**config.mk**
```make
export PLATFORM = sky130hd
export DESIGN_NAME = uart_tx_ctrl
export DESIGN_NICKNAME = d
export VERILOG_FILES = /design/src/rtl/uart_tx_pkg.sv /design/src/rtl/uart_tx_parity.sv /design/src/rtl/uart_tx_ctrl.sv
export SDC_FILE = /design/constraint.sdc
export NUM_CORES = 1
export LEC_CHECK = 0
export CAP_MARGIN = 20
export CORE_AREA = 4 4 48 50
export CTS_BUF_LIST = sky130_fd_sc_hd__clkbuf_4 sky130_fd_sc_hd__clkbuf_8
export CTS_CLUSTER_SIZE = 25
export DETAILED_ROUTE_END_ITERATION = 12
export DIE_AREA = 0 0 52 54
export PLACE_DENSITY = 0.84
export SYNTH_ARGS = -nofsm -noshare
export SYNTH_HDL_FRONTEND = slang
export SYNTH_HIERARCHICAL = 1
export SYNTH_SLANG_ARGS = --single-unit
```
**constraint.sdc**
```tcl
create_clock -name clk -period 1.7 [get_ports clk]
set_input_delay 0.34 -clock clk [delete_from_list [all_inputs] [get_ports clk]]
set_output_delay 0.34 -clock clk [all_outputs]
set_load 0.05 [all_outputs]
```
**src/rtl/uart_tx_pkg.sv**
```systemverilog
// uart_tx_pkg: shared encodings for the UART transmit frame sequencer
package uart_tx_pkg;
  localparam int DATA_WIDTH_DEF = 8;
  localparam logic [1:0] SEL_START = 2'd0;
  localparam logic [1:0] SEL_DATA  = 2'd1;
  localparam logic [1:0] SEL_PAR   = 2'd2;
  localparam logic [1:0] SEL_STOP  = 2'd3;
  typedef enum logic [2:0] {
    IDLE   = 3'd0,
    START  = 3'd1,
    DATA   = 3'd2,
    PARITY = 3'd3,
    STOP   = 3'd4
  } state_e;
endpackage

```
**src/rtl/uart_tx_parity.sv**
```systemverilog
// uart_tx_parity: even/odd parity of a payload word
module uart_tx_parity #(
  parameter int DATA_WIDTH = 8
) (
  input  logic [DATA_WIDTH-1:0] data,
  input  logic                  par_typ,
  output logic                  par_bit
);
  assign par_bit = ^data ^ par_typ;
endmodule

```
**src/rtl/uart_tx_ctrl.sv**
```systemverilog
// uart_tx_ctrl: frame sequencer driving the serializer load and the output mux
module uart_tx_ctrl
  import uart_tx_pkg::*;
#(
  parameter int DATA_WIDTH = DATA_WIDTH_DEF
) (
  input  logic                  clk,
  input  logic                  rst,
  input  logic                  data_valid,
  input  logic [DATA_WIDTH-1:0] p_data,
  input  logic                  par_en,
  input  logic                  par_typ,
  output logic                  tx_ack,
  output logic [DATA_WIDTH-1:0] p_data_q,
  output logic                  ser_en,
  input  logic                  ser_done,
  output logic                  par_bit,
  output logic [1:0]            mux_sel,
  output logic                  busy
);
  state_e                  state_q, state_d;
  logic                    acc, par_calc;
  logic                    par_en_q, par_en_d;
  logic                    par_bit_q, par_bit_d;
  logic                    tx_ack_q, tx_ack_d;
  logic                    ser_en_q, ser_en_d;
  logic                    busy_q, busy_d;
  logic [1:0]              mux_sel_q, mux_sel_d;
  logic [DATA_WIDTH-1:0]   p_data_d;
  uart_tx_parity #(.DATA_WIDTH(DATA_WIDTH)) u_par (
    .data    (p_data),
    .par_typ (par_typ),
    .par_bit (par_calc)
  );
  // Outputs are derived from the next state so they line up with state_q after the edge.
  always_comb begin
    acc = (state_q == IDLE || state_q == STOP) && data_valid;
    case (state_q)
      IDLE:    state_d = acc ? START : IDLE;
      START:   state_d = DATA;
      DATA:    state_d = ser_done ? (par_en_q ? PARITY : STOP) : DATA;
      PARITY:  state_d = STOP;
      STOP:    state_d = acc ? START : IDLE;
      default: state_d = IDLE;
    endcase
    mux_sel_d = state_d == START  ? SEL_START :
                state_d == DATA   ? SEL_DATA  :
                state_d == PARITY ? SEL_PAR   : SEL_STOP;
    busy_d    = state_d != IDLE;
    ser_en_d  = state_d == START;
    tx_ack_d  = acc;
    p_data_d  = acc ? p_data : p_data_q;
    par_en_d  = acc ? par_en : par_en_q;
    par_bit_d = acc ? par_calc : par_bit_q;
  end
  always_ff @(posedge clk or posedge rst) begin
    if (rst) begin
      state_q   <= IDLE;
      mux_sel_q <= SEL_STOP;
      busy_q    <= 1'b0;
      ser_en_q  <= 1'b0;
      tx_ack_q  <= 1'b0;
      par_bit_q <= 1'b0;
      par_en_q  <= 1'b0;
      p_data_q  <= '0;
    end else begin
      state_q   <= state_d;
      mux_sel_q <= mux_sel_d;
      busy_q    <= busy_d;
      ser_en_q  <= ser_en_d;
      tx_ack_q  <= tx_ack_d;
      par_bit_q <= par_bit_d;
      par_en_q  <= par_en_d;
      p_data_q  <= p_data_d;
    end
  end
  assign tx_ack  = tx_ack_q;
  assign ser_en  = ser_en_q;
  assign par_bit = par_bit_q;
  assign mux_sel = mux_sel_q;
  assign busy    = busy_q;
endmodule

```
==> reports/metrics.yaml, run 1 <==
netlist_area_um2: 797
fp.dieArea_um2: 2810
period_needed_ps: 1590
drtIter0Drc: 6
power.internal_mw: 1.31
die_x_um: 52
num_rows: 16
ioPinCount: 28
avgSynthCellArea_um2: 15.0
run_status: "complete, no violations"
yosys.area_share.simple_pct: 10.4
mostFrequentLayoutCells: "dfrtp_1, buf_4, clkdlybuf4s50_1, mux2_2, xnor2_1"
p_switching_mw: 1.05
synth_compound_area_share_pct: 5.49
share_seq_of_total_power_pct: 33.6
cts_buffers: 3
synth_top_family_by_area: "multiplexers"
start_util_pct: 41.9
grt_pass1_wl_um: 2500
dpl.hpwl_um: 1170
switching_share_pct: 44.6
ant_nets: 0
ff2ff_setup_slack_ps: 320
drc: 0
fillers: 153
post_cts_buffers: 0
dr.pass1.iters: 4
yosys.area_share.adder_pct: 0
netlist_instances: 53
powerDensity_nw_per_um2: 2070
numPortBuffers: 27
clock-root-buffer: "clkbuf_4"
gr-total-overflow: 0
antenna_found_initial: 0
cts_sinks: 18
grt_setup_unrepaired: "no"
holdBufCountCts: 0
multi_input_area_um2: 322
diodes: 0
place_congestion: 0.689
synth_nets: 67
synth.area.mux_share_pct: 14.1
fin_skew_ps: 0.444
yosysWarnings: 6
combPwrFrac_pct: 55.6
synth-xor-area-share_pct: 10.4
hold_violations: 0
max_cap_violations: 0
cts_tree: "yes"
fin_nets: 101
ys_ff_latch: 18
drt-total-wl_um: 1470
fin_crit_sh_pct: 93.5
grt.total_usage_pct: 12.5
worst-setup-path-type: "primary input to flop"
design.core.area_um2: 1900
via_count: 525
endpoint_kind: "flop"
utilization_pct: 59.9
cp.required_ps: 1880
wl_per_cell_um: 13.0
clock_latency_ps: 290
yosysUniqueCellTypes: 25
worst_pin_slew_ps: 366
cp.arrival_ps: 1770
hold_class: "primary input to asynchronous set/reset pin"
ir_worst_vdd_v: 0.000919
drive_above_1_share_pct: 44.2
pwr-share-clk_pct: 10.8
regArea_um2: 453
totalNegativeSetupSlack_ps: 0
slew_headroom_pct: 75.6
cts_resized: 0
critPathLaunchType: "primary input"
crit_fanout: 2
drv_slew: 0
path_clk_slew_ps: 90
syn_to_final_growth_pct: 42.9
cts_buffer_depth: 2
fmax_mhz: 629
cts_max_level: 1
ys_seq_area_share_pct: 56.8
setup_violations: 0
grt_pass1_vias: 600
leakagePower_nw: 0.502
grt_max_degree: 11
routed_via_density: 4.65
fp.dieH_um: 54
## stage by stage
stage	cells	total power [mW]	hold slack, ps	setup WS, ps	cell area [µm²]
2_1_floorplan	53	1.69	277	330	797
3_3_place_gp	109	2.10	493	-170	1100
3_5_place_dp	109	2.13	501	-192	1100
4_1_cts	113	2.38	318	118	1140
5_1_grt	113	2.47	343	86.9	1140
6_report	113	2.36	312	111	1140
## logic make-up after synthesis
kind of cell,after synthesis
and+or+nand+nor,9
xor gates and xnor gates,7
buffers and inverters,3
muxes,10
DFF,18
AOI/OAI and AO/OA,6
## final cells by class
type,instances,share of cell area [%]
Sequential cell,18,39.8
Multi-Input combinational cell,32,28.2
Timing Repair Buffer,31,25.5
Clock buffer,4,3.19
Tap cell,27,2.97
Inverter,1,0.330
## state kept, by name, indices dropped and copies added (netlist names)
signal / cells
state_q: 3
par_bit: 1
ser_en: 1
p_data_q: 8
busy: 1
tx_ack: 1
mux_sel: 2
par_en_q: 1
## critical path, cell delays in order
cell and delay, ps:
clkdlybuf4s50_1 490, xnor2_1 130, xnor3_1 420, xnor2_1 130, mux2_2 260
## power by group through the flow
stage          sequential [mW]  combinational, mW  clock [mW]
2_1_floorplan             1.32              0.367           0
3_3_place_gp             0.791               1.31           0
3_5_place_dp             0.803               1.32           0
4_1_cts                  0.793               1.33       0.263
5_1_grt                  0.821               1.37       0.278
6_report                 0.793               1.31       0.254
## routing by layer
| metal | part of all wire, % | up-vias | GRT usage (%) |
|---|---|---|---|
| li1 | - | 250 | - |
| met1 | 40 | 252 | 12.7 |
| met2 | 52 | 21 | 22.2 |
| met3 | 6.1 | 2 | 3.05 |
| met4 | 1.2 | 0 | 9.17 |
| met5 | 0 | - | 0 |
## final timing paths
kind                        startpoint     endpoint  depth (start not counted)
max                          p_data[7]      par_bit                          5
min                                rst         busy                          2
max reg2reg                 state_q[0]  p_data_q[4]                          3
min reg2reg                p_data_q[6]  p_data_q[6]                          1
max in group asynchronous          rst  p_data_q[5]                          3
min in group clk           p_data_q[6]  p_data_q[6]                          1
## Yosys cell counts
library cell	instances	area, µm²
buf_4	1	7.51
nor3b_4	1	18.8
xnor3_1	1	22.5
inv_1	1	3.75
dfstp_2	2	52.6
or3b_2	1	8.76
nor3b_1	1	7.51
a21oi_1	1	5.00
nand4b_1	1	8.76
xor2_1	1	8.76
xnor2_2	1	16.3
nand2b_1	1	6.26
o31a_1	1	8.76
o21ba_2	1	10.0
or4b_1	1	10.0
dfrtp_1	16	400
a21o_1	1	7.51
buf_6	1	11.3
or2b_1	1	7.51
o31ai_1	1	7.51
nor2b_1	1	6.26
and3b_1	1	8.76
mux2_2	10	113
o21ai_0	1	5.00
xnor2_1	4	35.0
Note: power is estimated with default switching activity, not from simulation.
==> run 2: changes to the inputs <==
--- a/config.mk
+++ b/config.mk
@@ -11,7 +11,8 @@
 export CTS_CLUSTER_SIZE = 25
 export DETAILED_ROUTE_END_ITERATION = 12
 export DIE_AREA = 0 0 52 54
-export PLACE_DENSITY = 0.84
+export HOLD_SLACK_MARGIN = 0.08
+export PLACE_DENSITY_LB_ADDON = 0.25
 export SYNTH_ARGS = -nofsm -noshare
 export SYNTH_HDL_FRONTEND = slang
 export SYNTH_HIERARCHICAL = 1
==> run 2 against run 1 <==
  * Hold slack better by 31 ps
  * Fmax up 0.51%
  * Cell count unchanged
  * Total power up 0.68%
  * Sequential cell count unchanged
  * Global-route usage down 1.1 points
  * Sequential power about the same
  * Sequential share of layout area down 0.43 points
  * Clock power up 3%
  * Via count down 2.1%
  * Largest cell class unchanged
==> reports/metrics.yaml, run 2 (synthesis gave the netlist of run 1 again) <==
cp.required_ps: 1890  # about the same
clock-root-buffer: "clkbuf_4"
utilization_pct: 60.5  # +0.66 points
powerDensity_nw_per_um2: 2060  # -0.41%
holdBufCountCts: 0  # unchanged
critical_path_buf_inv_count: 1  # unchanged
power_mw: 2.38  # +0.68%
cp_cell_sequence: "clkdlybuf4s50_1 > xnor2_1 > xnor3_1 > xnor2_1 > mux2_2"
run_status: "complete, no violations"
critPathMaxStageDelay_ps: 490  # about the same
hold_violations: 0  # unchanged
fp.dieH_um: 54  # unchanged
drv_slew: 0  # unchanged
num_rows: 16  # unchanged
cts_resized: 0  # unchanged
leakagePower_nw: 0.505  # +0.73%
crit_fanout: 2  # unchanged
ff2ff_setup_slack_ps: 300  # -20 ps
max_cap_violations: 0  # unchanged
post_cts_buffers: 0  # unchanged
r2r_cells: 3  # unchanged
largest_reg_flops: 8  # unchanged
totalNegativeSetupSlack_ps: 0  # unchanged
cts_buffer_depth: 2  # unchanged
slowest_stage: "clkdlybuf4s50_1"
clock_latency_ps: 290  # about the same
fin_nets: 101  # unchanged
slew_headroom_pct: 77.9  # +2.4 points
cts_sinks: 18  # unchanged
setup_slack_ps: 119  # +8.14 ps
ir_worst_vdd_v: 0.000893  # -2.9%
period_needed_ps: 1580  # -8.14 ps
diodes: 0  # unchanged
endpoint_kind: "flop"
drt-total-wl_um: 1400  # -4.5%
hold_class: "primary input to asynchronous set/reset pin"
grt_pass1_wl_um: 2270  # -9.3%
drc: 0  # unchanged
ioPinCount: 28  # unchanged
cpLargestDelayFamily: "XOR/XNOR gates"
placed_area_um2: 1110  # +1.1%
setup_violations: 0  # unchanged
worst-setup-path-type: "primary input to flop"
post-place-cells: 109  # unchanged
worst_pin_slew_ps: 331  # -35.1 ps
cts_max_level: 1  # unchanged
grt_setup_unrepaired: "no"
crit_cells: 5  # unchanged
wl_per_cell_um: 12.4  # -4.5%
cts_tree: "yes"
dr.pass1.iters: 4  # unchanged
fin_skew_ps: 3.44  # +2.99 ps
stdcell_count: 113  # unchanged
syn_to_final_growth_pct: 44.4
grt_max_degree: 19  # +8
final_common_cell: "dfrtp_1"
fin_crit_sh_pct: 93.0  # -0.48 points
post-place-ws_ps: -198  # -5.68 ps
place_congestion: 0.724  # +5.1%
fp.dieArea_um2: 2810  # unchanged
ant_nets: 0  # unchanged
mostFrequentLayoutCells: "dfrtp_1, buf_4, clkdlybuf4s50_1, mux2_2, xnor2_1"
largest-register: "p_data_q"
cp.arrival_ps: 1770  # about the same
fin_area_um2: 1150  # +1.1%
fmax_mhz: 633  # +0.51%
drive_above_1_share_pct: 44.2  # unchanged
start_util_pct: 41.9  # unchanged
hold_slack_ps: 343  # +31.1 ps
design.core.area_um2: 1900  # unchanged
critPathLaunchType: "primary input"
via_count: 514  # -2.1%
drtIter0Drc: 9  # +3
dpl.hpwl_um: 1030  # -12%
gr-total-overflow: 0  # unchanged
path_clk_slew_ps: 100  # about the same
antenna_found_initial: 0  # unchanged
grt_pass1_vias: 501  # -17%
routed_via_density: 4.55  # -2.1%
cts_buffers: 3  # unchanged
numPortBuffers: 27  # unchanged
crit_top_cell: "xnor2_1"
grt.total_usage_pct: 11.4  # -1.1 points
die_x_um: 52  # unchanged
==> run 2: cell counts in the layout (fill, tap and decap cells not counted) <==
No cell type changed its count.
==> run 2: layer usage <==
layer | share of wire, % | track usage, %
met1 | 43 | 14.1
met2 | 45 | 17.6
met3 | 9.0 | 1.94
met4 | 2.7 | 9.17
met5 | 0 | 0
==> run 2: tightest hold or removal path: cells and delay by family <==
family / cells / cell delay (ps)
buffers and inverters: 3 / 680
==> run 2: worst paths after layout <==
| path | from | endpoint |
|---|---|---|
| max in group asynchronous | rst | mux_sel[1] |
| worst max register to register | state_q[0] | p_data_q[5] |
| worst min-delay path | rst | tx_ack |
| min in group clk | p_data_q[3] | p_data_q[3] |
| worst min register to register | p_data_q[3] | p_data_q[3] |
| worst max-delay path | p_data[4] | par_bit |
==> run 2: report_power, final <==
part / switching [mW] / internal, mW / leakage [nW]
Combinational: 0.771 / 0.552 / 0.271
Clock: 0.131 / 0.131 / 0.0210
Sequential: 0.149 / 0.642 / 0.213
==> run 2: layout make-up <==
type / count / area [µm²]
fill: 152 / 751
inverter: 1 / 3.75
multi-input combinational: 32 / 322
sequential: 18 / 453
tap: 27 / 33.8
timing repair buffer: 31 / 303
clock buffer: 4 / 36.3
==> run 3: changes to the inputs <==
--- a/config.mk
+++ b/config.mk
@@ -5,14 +5,16 @@
 export SDC_FILE = /design/constraint.sdc
 export NUM_CORES = 1
 export LEC_CHECK = 0
+export ABC_AREA = 0
 export CAP_MARGIN = 20
-export CORE_AREA = 4 4 48 50
+export CORE_AREA = 4 4 46 48
 export CTS_BUF_LIST = sky130_fd_sc_hd__clkbuf_4 sky130_fd_sc_hd__clkbuf_8
 export CTS_CLUSTER_SIZE = 25
 export DETAILED_ROUTE_END_ITERATION = 12
-export DIE_AREA = 0 0 52 54
+export DIE_AREA = 0 0 50 52
 export HOLD_SLACK_MARGIN = 0.08
 export PLACE_DENSITY_LB_ADDON = 0.25
+export REMOVE_ABC_BUFFERS = 1
 export SYNTH_ARGS = -nofsm -noshare
 export SYNTH_HDL_FRONTEND = slang
 export SYNTH_HIERARCHICAL = 1
==> constraint.sdc (replaced) <==
create_clock -name clk -period 1.85 [get_ports clk]
set_input_delay 0.37 -clock clk [delete_from_list [all_inputs] [get_ports clk]]
set_output_delay 0.37 -clock clk [all_outputs]
set_load 0.05 [all_outputs]
==> run 3 against run 2 <==
  * Clock power fell by 11%
  * Sequential cell count did not move
  * Cell area fell by 1.3%
  * Core utilization rose by 6.0 points
  * First-iteration DRC count fell by 67%
  * Cell count fell by 3.5%
  * Clock-buffer cell count did not move
  * Clock skew fell by 1.3 ps
==> reports/metrics.yaml, run 3 (synthesis gave the netlist of run 1 again) <==
final_common_cell: "dfrtp_1"
placed_area_um2: 1090  # -2.5%
grt.total_usage_pct: 12.6  # +1.2 points
cts_buffers: 3  # unchanged
num_rows: 15  # -1
cp_cell_sequence: "clkdlybuf4s50_1"
drv_slew: 0  # unchanged
worst-setup-path-type: "flop to output pin"
ir_worst_vdd_v: 0.000987  # +11%
grt_setup_unrepaired: "no"
met1_usage_pct: 15.3  # +1.2 points
crit_fanout: 1  # -1
design.core.area_um2: 1710  # -10%
leakagePower_nw: 0.535  # +5.8%
post_cts_buffers: 0  # unchanged
post-place-ws_ps: -99.3  # +98.3 ps
holdBufCountCts: 0  # unchanged
critPathLaunchType: "flop"
mostFrequentLayoutCells: "dfrtp_1, clkdlybuf4s50_1, mux2_2, buf_4, dlymetal6s2s_1"
ioPinCount: 28  # unchanged
cp.arrival_ps: 1410  # -360 ps
ff2ff_setup_slack_ps: 480  # +180 ps
fin_area_um2: 1140  # -1.3%
routed_via_density: 4.66  # +2.5%
crit_end: "busy"
slew_headroom_pct: 66.4  # -12 points
run_status: "complete, no violations"
powerDensity_nw_per_um2: 1860  # -9.7%
cts_max_level: 1  # unchanged
fmax_mhz: 563
r2r_cells: 3  # unchanged
dpl.hpwl_um: 1050  # +1.4%
power_mw: 2.12  # -11%
largest_reg_flops: 8  # unchanged
via_count: 508  # -1.2%
largest-register: "p_data_q"
hold_class: "primary input to asynchronous set/reset pin"
gr-total-overflow: 0  # unchanged
ant_nets: 0  # unchanged
place_congestion: 0.619  # -14%
path_clk_slew_ps: 100  # about the same
numPortBuffers: 27  # unchanged
setup_violations: 0  # unchanged
fp.dieH_um: 52  # -3.7%
antenna_found_initial: 0  # unchanged
grt_pass1_vias: 550  # +9.8%
start_util_pct: 46.7  # +4.8 points
cts_sinks: 18  # unchanged
worstSetupStartpoint: "busy"
wl_per_cell_um: 12.3  # -0.69%
clock-root-buffer: "clkbuf_4"
endpoint_kind: "output pin"
max_cap_violations: 0  # unchanged
critical_path_buf_inv_count: 1  # unchanged
multi_input_area_um2: 322  # unchanged
cts_tree: "yes"
cpLargestDelayFamily: "buffers and inverters"
drive_above_1_share_pct: 35.7  # -8.5 points
period_needed_ps: 1780
clock_latency_ps: 280  # about the same
slowest_stage: "clkdlybuf4s50_1"
die_x_um: 50  # -3.8%
fin_skew_ps: 2.14  # -1.30 ps
dr.pass1.iters: 3  # -1
cp.required_ps: 1480  # -410 ps
critPathMaxStageDelay_ps: 790  # +300 ps
crit_cells: 1  # -4
gr-usage-met3_pct: 2.87  # +0.93 points
grt_max_degree: 13  # -6
cts_resized: 0  # unchanged
gr-usage-met2_pct: 20.0  # +2.4 points
worst_pin_slew_ps: 503  # +172 ps
regArea_um2: 453  # unchanged
fin_crit_sh_pct: 96.1
grt_pass1_wl_um: 2460  # +8.2%
cts_buffer_depth: 2  # unchanged
worstReg2RegEnd: "p_data_q[1]"
grt.busiest_layer: "met2"
syn_to_final_growth_pct: 42.5
rr_startpoint: "state_q[0]"
setup_slack_ps: 72.5  # -46.7 ps
utilization_pct: 66.5  # +6.0 points
hold_violations: 0  # unchanged
drt-total-wl_um: 1350  # -4.2%
drc: 0  # unchanged
diodes: 0  # unchanged
fp.dieArea_um2: 2600  # -7.4%
drtIter0Drc: 3  # -6
fillers: 129  # -15%
fin_nets: 99  # -2.0%
## run 3: report_power, final
| part | internal, mW | switching, mW | total [mW] |
|---|---|---|---|
| clock network | 0.120 | 0.115 | 0.234 |
| logic | 0.464 | 0.709 | 1.17 |
| registers | 0.589 | 0.122 | 0.711 |
| total | 1.17 | 0.946 | 2.12 |
## run 3: per-layer routing
layer  up-vias  part of all wire, %
met3         2                  6.0
met4         0                  1.0
met5         -                    0
met1       239                   43
li1        249                    -
met2        18                   50
## run 3: cell type report
cell class              instances  share of cell area (%)
clock buffers                   4                    3.19
multi-input cells              32                    28.3
inverters                       1                   0.330
well taps                      25                    2.75
repair buffers                 29                    25.6
flip-flops and latches         18                    39.9
## run 3: per-stage QoR
stage,hold slack (ps),instances,TNS [ps]
2_1_floorplan,307,51,0
3_3_place_gp,489,105,-56.1
3_5_place_dp,496,105,-99.3
4_1_cts,370,109,0
5_1_grt,387,109,0
6_report,365,109,0
## run 3: how the worst min path moves through the flow
stage / cells past startpoint / startpoint / slack, ps / end
after detailed placement: 1 / p_data_q[3] / 500 / p_data_q[3]
final: 2 / rst / 370 / par_en_q
after floorplan: 1 / rst / 310 / busy
after global routing: 2 / rst / 390 / state_q[1]
after global placement: 1 / p_data_q[2] / 490 / p_data_q[2]
after CTS: 2 / rst / 370 / par_en_q
==> patch 1: new RTL, flow settings as in run 1 <==
`DATA_WIDTH_DEF`: 8 -> 12.
--- a/src/rtl/uart_tx_pkg.sv
+++ b/src/rtl/uart_tx_pkg.sv
@@ -2,3 +2,3 @@
 package uart_tx_pkg;
-  localparam int DATA_WIDTH_DEF = 8;
+  localparam int DATA_WIDTH_DEF = 12;
   localparam logic [1:0] SEL_START = 2'd0;
Interface: changed (resized p_data and p_data_q); port bits go from 28 to 36. No check against the original RTL was run, so the function may have changed too.
==> patch 1 against run 1 <==
- worst setup slack got worse by 36 ps
- non-clock buffer count rose by 8
- final cell count rose by 19%
- area after synthesis rose by 28%
- total power rose by 27%
- routed wire length rose by 33%
- sequential cell count rose by 4
- final area rose by 25%
==> patch 1: results (changes against run 1) <==
[metrics] Post-Synthesis Net Count: 84 (+25%)
[metrics] Overall Global Routing Usage: 15.5% (+3.0 points)
[metrics] placement-stage cell area: 1390 um2 (+26%)
[metrics] Worst VDD drop: 0.00137 V (+49%)
[metrics] outcome: finished clean
[metrics] destination of the worst register-to-register timing path: p_data_q[2]
[metrics] compound-cell area share of the yosys netlist: 3.81% (-1.7 points)
[metrics] Post-Route Skew: 8.49 ps (+8.05 ps)
[metrics] synthesized area divided by synthesized cell count: 15.4 um2 (+2.5%)
[metrics] data arrival time of the worst path: 1810 ps (+40 ps)
[metrics] drt pass-1 iters: 3 (-1)
[metrics] first-pass GRT wire length: 3.08 mm (+23%)
[metrics] Port Buffers: 35 (+30%)
[metrics] gp weighted congestion: 0.641 (-6.9%)
[metrics] overall routed net length: 1.95 mm (+33%)
[metrics] vias in the first global route: 679 (+13%)
[metrics] post-synthesis cell type count: 20 (-20%)
[metrics] Cell Count, Final, Fillers Out: 134 (+19%)
[metrics] launch point of the worst reg-to-reg path: state_q[1]
[metrics] leakage power summed over all cells: 0.656 nW (+31%)
[metrics] pin count of the biggest net entering global routing: 15 (+4)
[metrics] fillers: 130 (-15%)
[metrics] area share of xor/xnor cells in the synthesized design: 11.8% (+1.4 points)
[metrics] relative max-transition margin: 77.2% (+1.6 points)
[metrics] clk pwr: 0.250 mW (-2%)
==> patch 1: cell count changes in the layout (fill, tap and decap cells not counted), moves of 3 or more <==
cell and change:
buf_4 +3, dfrtp_1 +4, mux2_2 -5, clkdlybuf4s50_1 +4, mux2_4 +9, a21oi_1 +3
==> patch 1: worst max-delay path, cell delays in order <==
cell and delay [ps]:
clkdlybuf4s50_1 490, xnor3_1 400, xnor3_1 200, xnor2_1 130, mux2_2 260
==> patch 1: layout make-up <==
class,instances,area [um2],area share (%)
clock buffers,4,30.0,2.11
inverters,3,11.3,0.792
multi-input cells,39,422,29.6
flip-flops and latches,22,553,38.9
well taps,27,33.8,2.37
repair buffers,39,373,26.2
==> patch 1: routing by layer <==
layer  global-route usage, %  wire length (um)
met5                       0                 0
met4                    9.17                50
met3                    3.60               109
met2                    26.8               985
met1                    17.4               808
==> patch 1: logic make-up (layout without fill, tap and decap cells) <==
group           Yosys count  after routing
simple gates              9              9
buf+inv                   5             46
flops                    22             22
xor+xnor                  9              9
mux                      14             14
compound gates            7              7
==> patch 1: what timing repair did <==
item                       4_1_cts  5_1_grt
setup endpoints to repair        0        1
buffers inserted                 0        0
hold endpoints to repair         0        0
hold buffers                     0        0
==> patch 1: worst max path at each step <==
stage                from  endpoint  cells past startpoint
2_1_floorplan  p_data[10]   par_bit                      4
3_3_place_gp    p_data[6]   par_bit                      5
3_5_place_dp    p_data[7]   par_bit                      5
4_1_cts         p_data[7]   par_bit                      5
5_1_grt        p_data[10]   par_bit                      5
6_report       p_data[10]   par_bit                      5
==> patch 2: new RTL, settings of run 1 <==
Made on the original files. Make the reset (`rst`) synchronous in one clocked block.
--- a/src/rtl/uart_tx_ctrl.sv
+++ b/src/rtl/uart_tx_ctrl.sv
@@ -55,3 +55,3 @@
   end
-  always_ff @(posedge clk or posedge rst) begin
+  always_ff @(posedge clk) begin
     if (rst) begin
Behaviour: differs if rst is asserted again (counterexample within 4 cycles, from zero or initial values and one cycle with rst high); with rst held inactive, the same outputs for 10 cycles.
==> patch 2 against run 1 <==
- final area rose by 1.8%
- worst setup slack improved by 46 ps
- critical endpoint is now par_bit
- area after synthesis rose by 10%
- sequential share of layout area down 8.7 points
- routed wire length increased by 9.1%
- sequential cell count unchanged
- die area stayed put
Power is not compared: it rests on default switching activity, and its combinational part moved more than twofold at a synthesized area within 25%.
==> patch 2: results (changes against run 1) <==
[metrics] outcome: finished clean
[metrics] Post-Synthesis Net Count: 93 (+39%)
[metrics] Critical path origin: p_data[4]
[metrics] ranking of synthesized cells by instance count: nand2b_1 (22), dfxtp_1 (18), mux2i_1 (10), xnor2_1 (4), buf_6 (3)
[metrics] endpoint of the most critical setup path: par_bit
[metrics] gp weighted congestion: 0.691 (+0.19%)
[metrics] fillers: 174 (+14%)
[metrics] Iteration-0 DRC Markers: 1 (-5)
[metrics] pin count of the biggest net entering global routing: 29 (+18)
[metrics] internal reg-to-reg setup slack: 530 ps (+210 ps)
[metrics] longest individual stage delay on the worst path: 510 ps (+20 ps)
[metrics] vias per inst: 4.77 (+2.6%)
[metrics] Final period util: 90.8% (-2.7 points)
[metrics] share of the yosys chip area belonging to registers: 41.0% (-16 points)
[metrics] Setup Slack @ Placement: -144 ps (+47.7 ps)
[metrics] top cells by area, synth: dfxtp_1 (41%), nand2b_1 (16%), mux2i_1 (11%), xnor2_1 (4.0%), buf_6 (3.8%)
[metrics] layout net count: 121 (+20%)
[metrics] compound-cell area share of the yosys netlist: 6.97% (+1.5 points)
[metrics] fraction of layout instances using a drive strength above 1: 23.8% (-20 points)
[metrics] Post-Route Skew: 5.48 ps (+5.04 ps)
[metrics] launch point of the worst reg-to-reg path: state_q[1]
[metrics] area share of xor/xnor cells in the synthesized design: 9.39% (-0.97 points)
[metrics] Overall Global Routing Usage: 11.7% (-0.80 points)
[metrics] post-synthesis cell type count: 23 (-8.0%)
[metrics] Hold Path Class: register to register
[metrics] vias in the first global route: 594 (-1.0%)
[metrics] ys async rst share: 0% (-100 points)
[metrics] transition time at the pin with the least slew margin: 370 ps (+3.94 ps)
patch 2: worst register-to-register path, cell delays in order, from the launching register on:
cell	delay, ps
dfxtp_1	550
nand4b_1	180
a211o_1	330
patch 2: final cells by class:
cell class | instances | area share, %
clock buffers | 3 | 1.94
inverters | 1 | 0.324
multi-input cells | 54 | 40.0
flip-flops and latches | 18 | 31.1
well taps | 27 | 2.92
repair buffers | 29 | 23.8
patch 2: metal layers:
metal	track usage (%)	routed length (um)	share of wire (%)	up-vias
li1	-	-	-	317
met1	13.3	682	43	294
met2	20.7	828	52	16
met3	1.11	73	4.6	2
met4	7.86	19	1.2	0
met5	0	0	0	-
patch 2: logic make-up after synthesis:
family          count (synthesis)
simple gates                   30
flops                          18
mux                            10
compound gates                  7
xor+xnor                        7
buf+inv                         7
patch 2: through the flow:
| step | utilization, % | power, mW | hold WS (ps) | std cells | area [um2] |
|---|---|---|---|---|---|
| after floorplan | - | 0.714 | 456 | 79 | 880 |
| after global placement | 59.7 | 0.809 | 459 | 129 | 1140 |
| after detailed placement | 59.7 | 0.815 | 462 | 129 | 1140 |
| final | 60.9 | 1.01 | 480 | 132 | 1160 |
| after global routing | 60.9 | 1.05 | 506 | 132 | 1160 |
| after CTS | 60.9 | 1.02 | 481 | 132 | 1160 |
patch 2: worst min-delay path by stage:
stage	from	cells after the start	to	slack [ps]
after floorplan	par_en_q	2	par_en_q	460
after global placement	p_data_q[4]	2	p_data_q[4]	460
after detailed placement	p_data_q[6]	2	p_data_q[6]	460
after CTS	p_data_q[6]	2	p_data_q[6]	480
after global routing	p_data_q[5]	2	p_data_q[5]	510
final	p_data_q[6]	2	p_data_q[6]	480
patch 2: report_power, final:
part	switching [mW]	internal (mW)	leakage, nW
Sequential	0.0238	0.456	0.148
Combinational	0.175	0.149	0.307
Clock	0.122	0.0822	0.0138
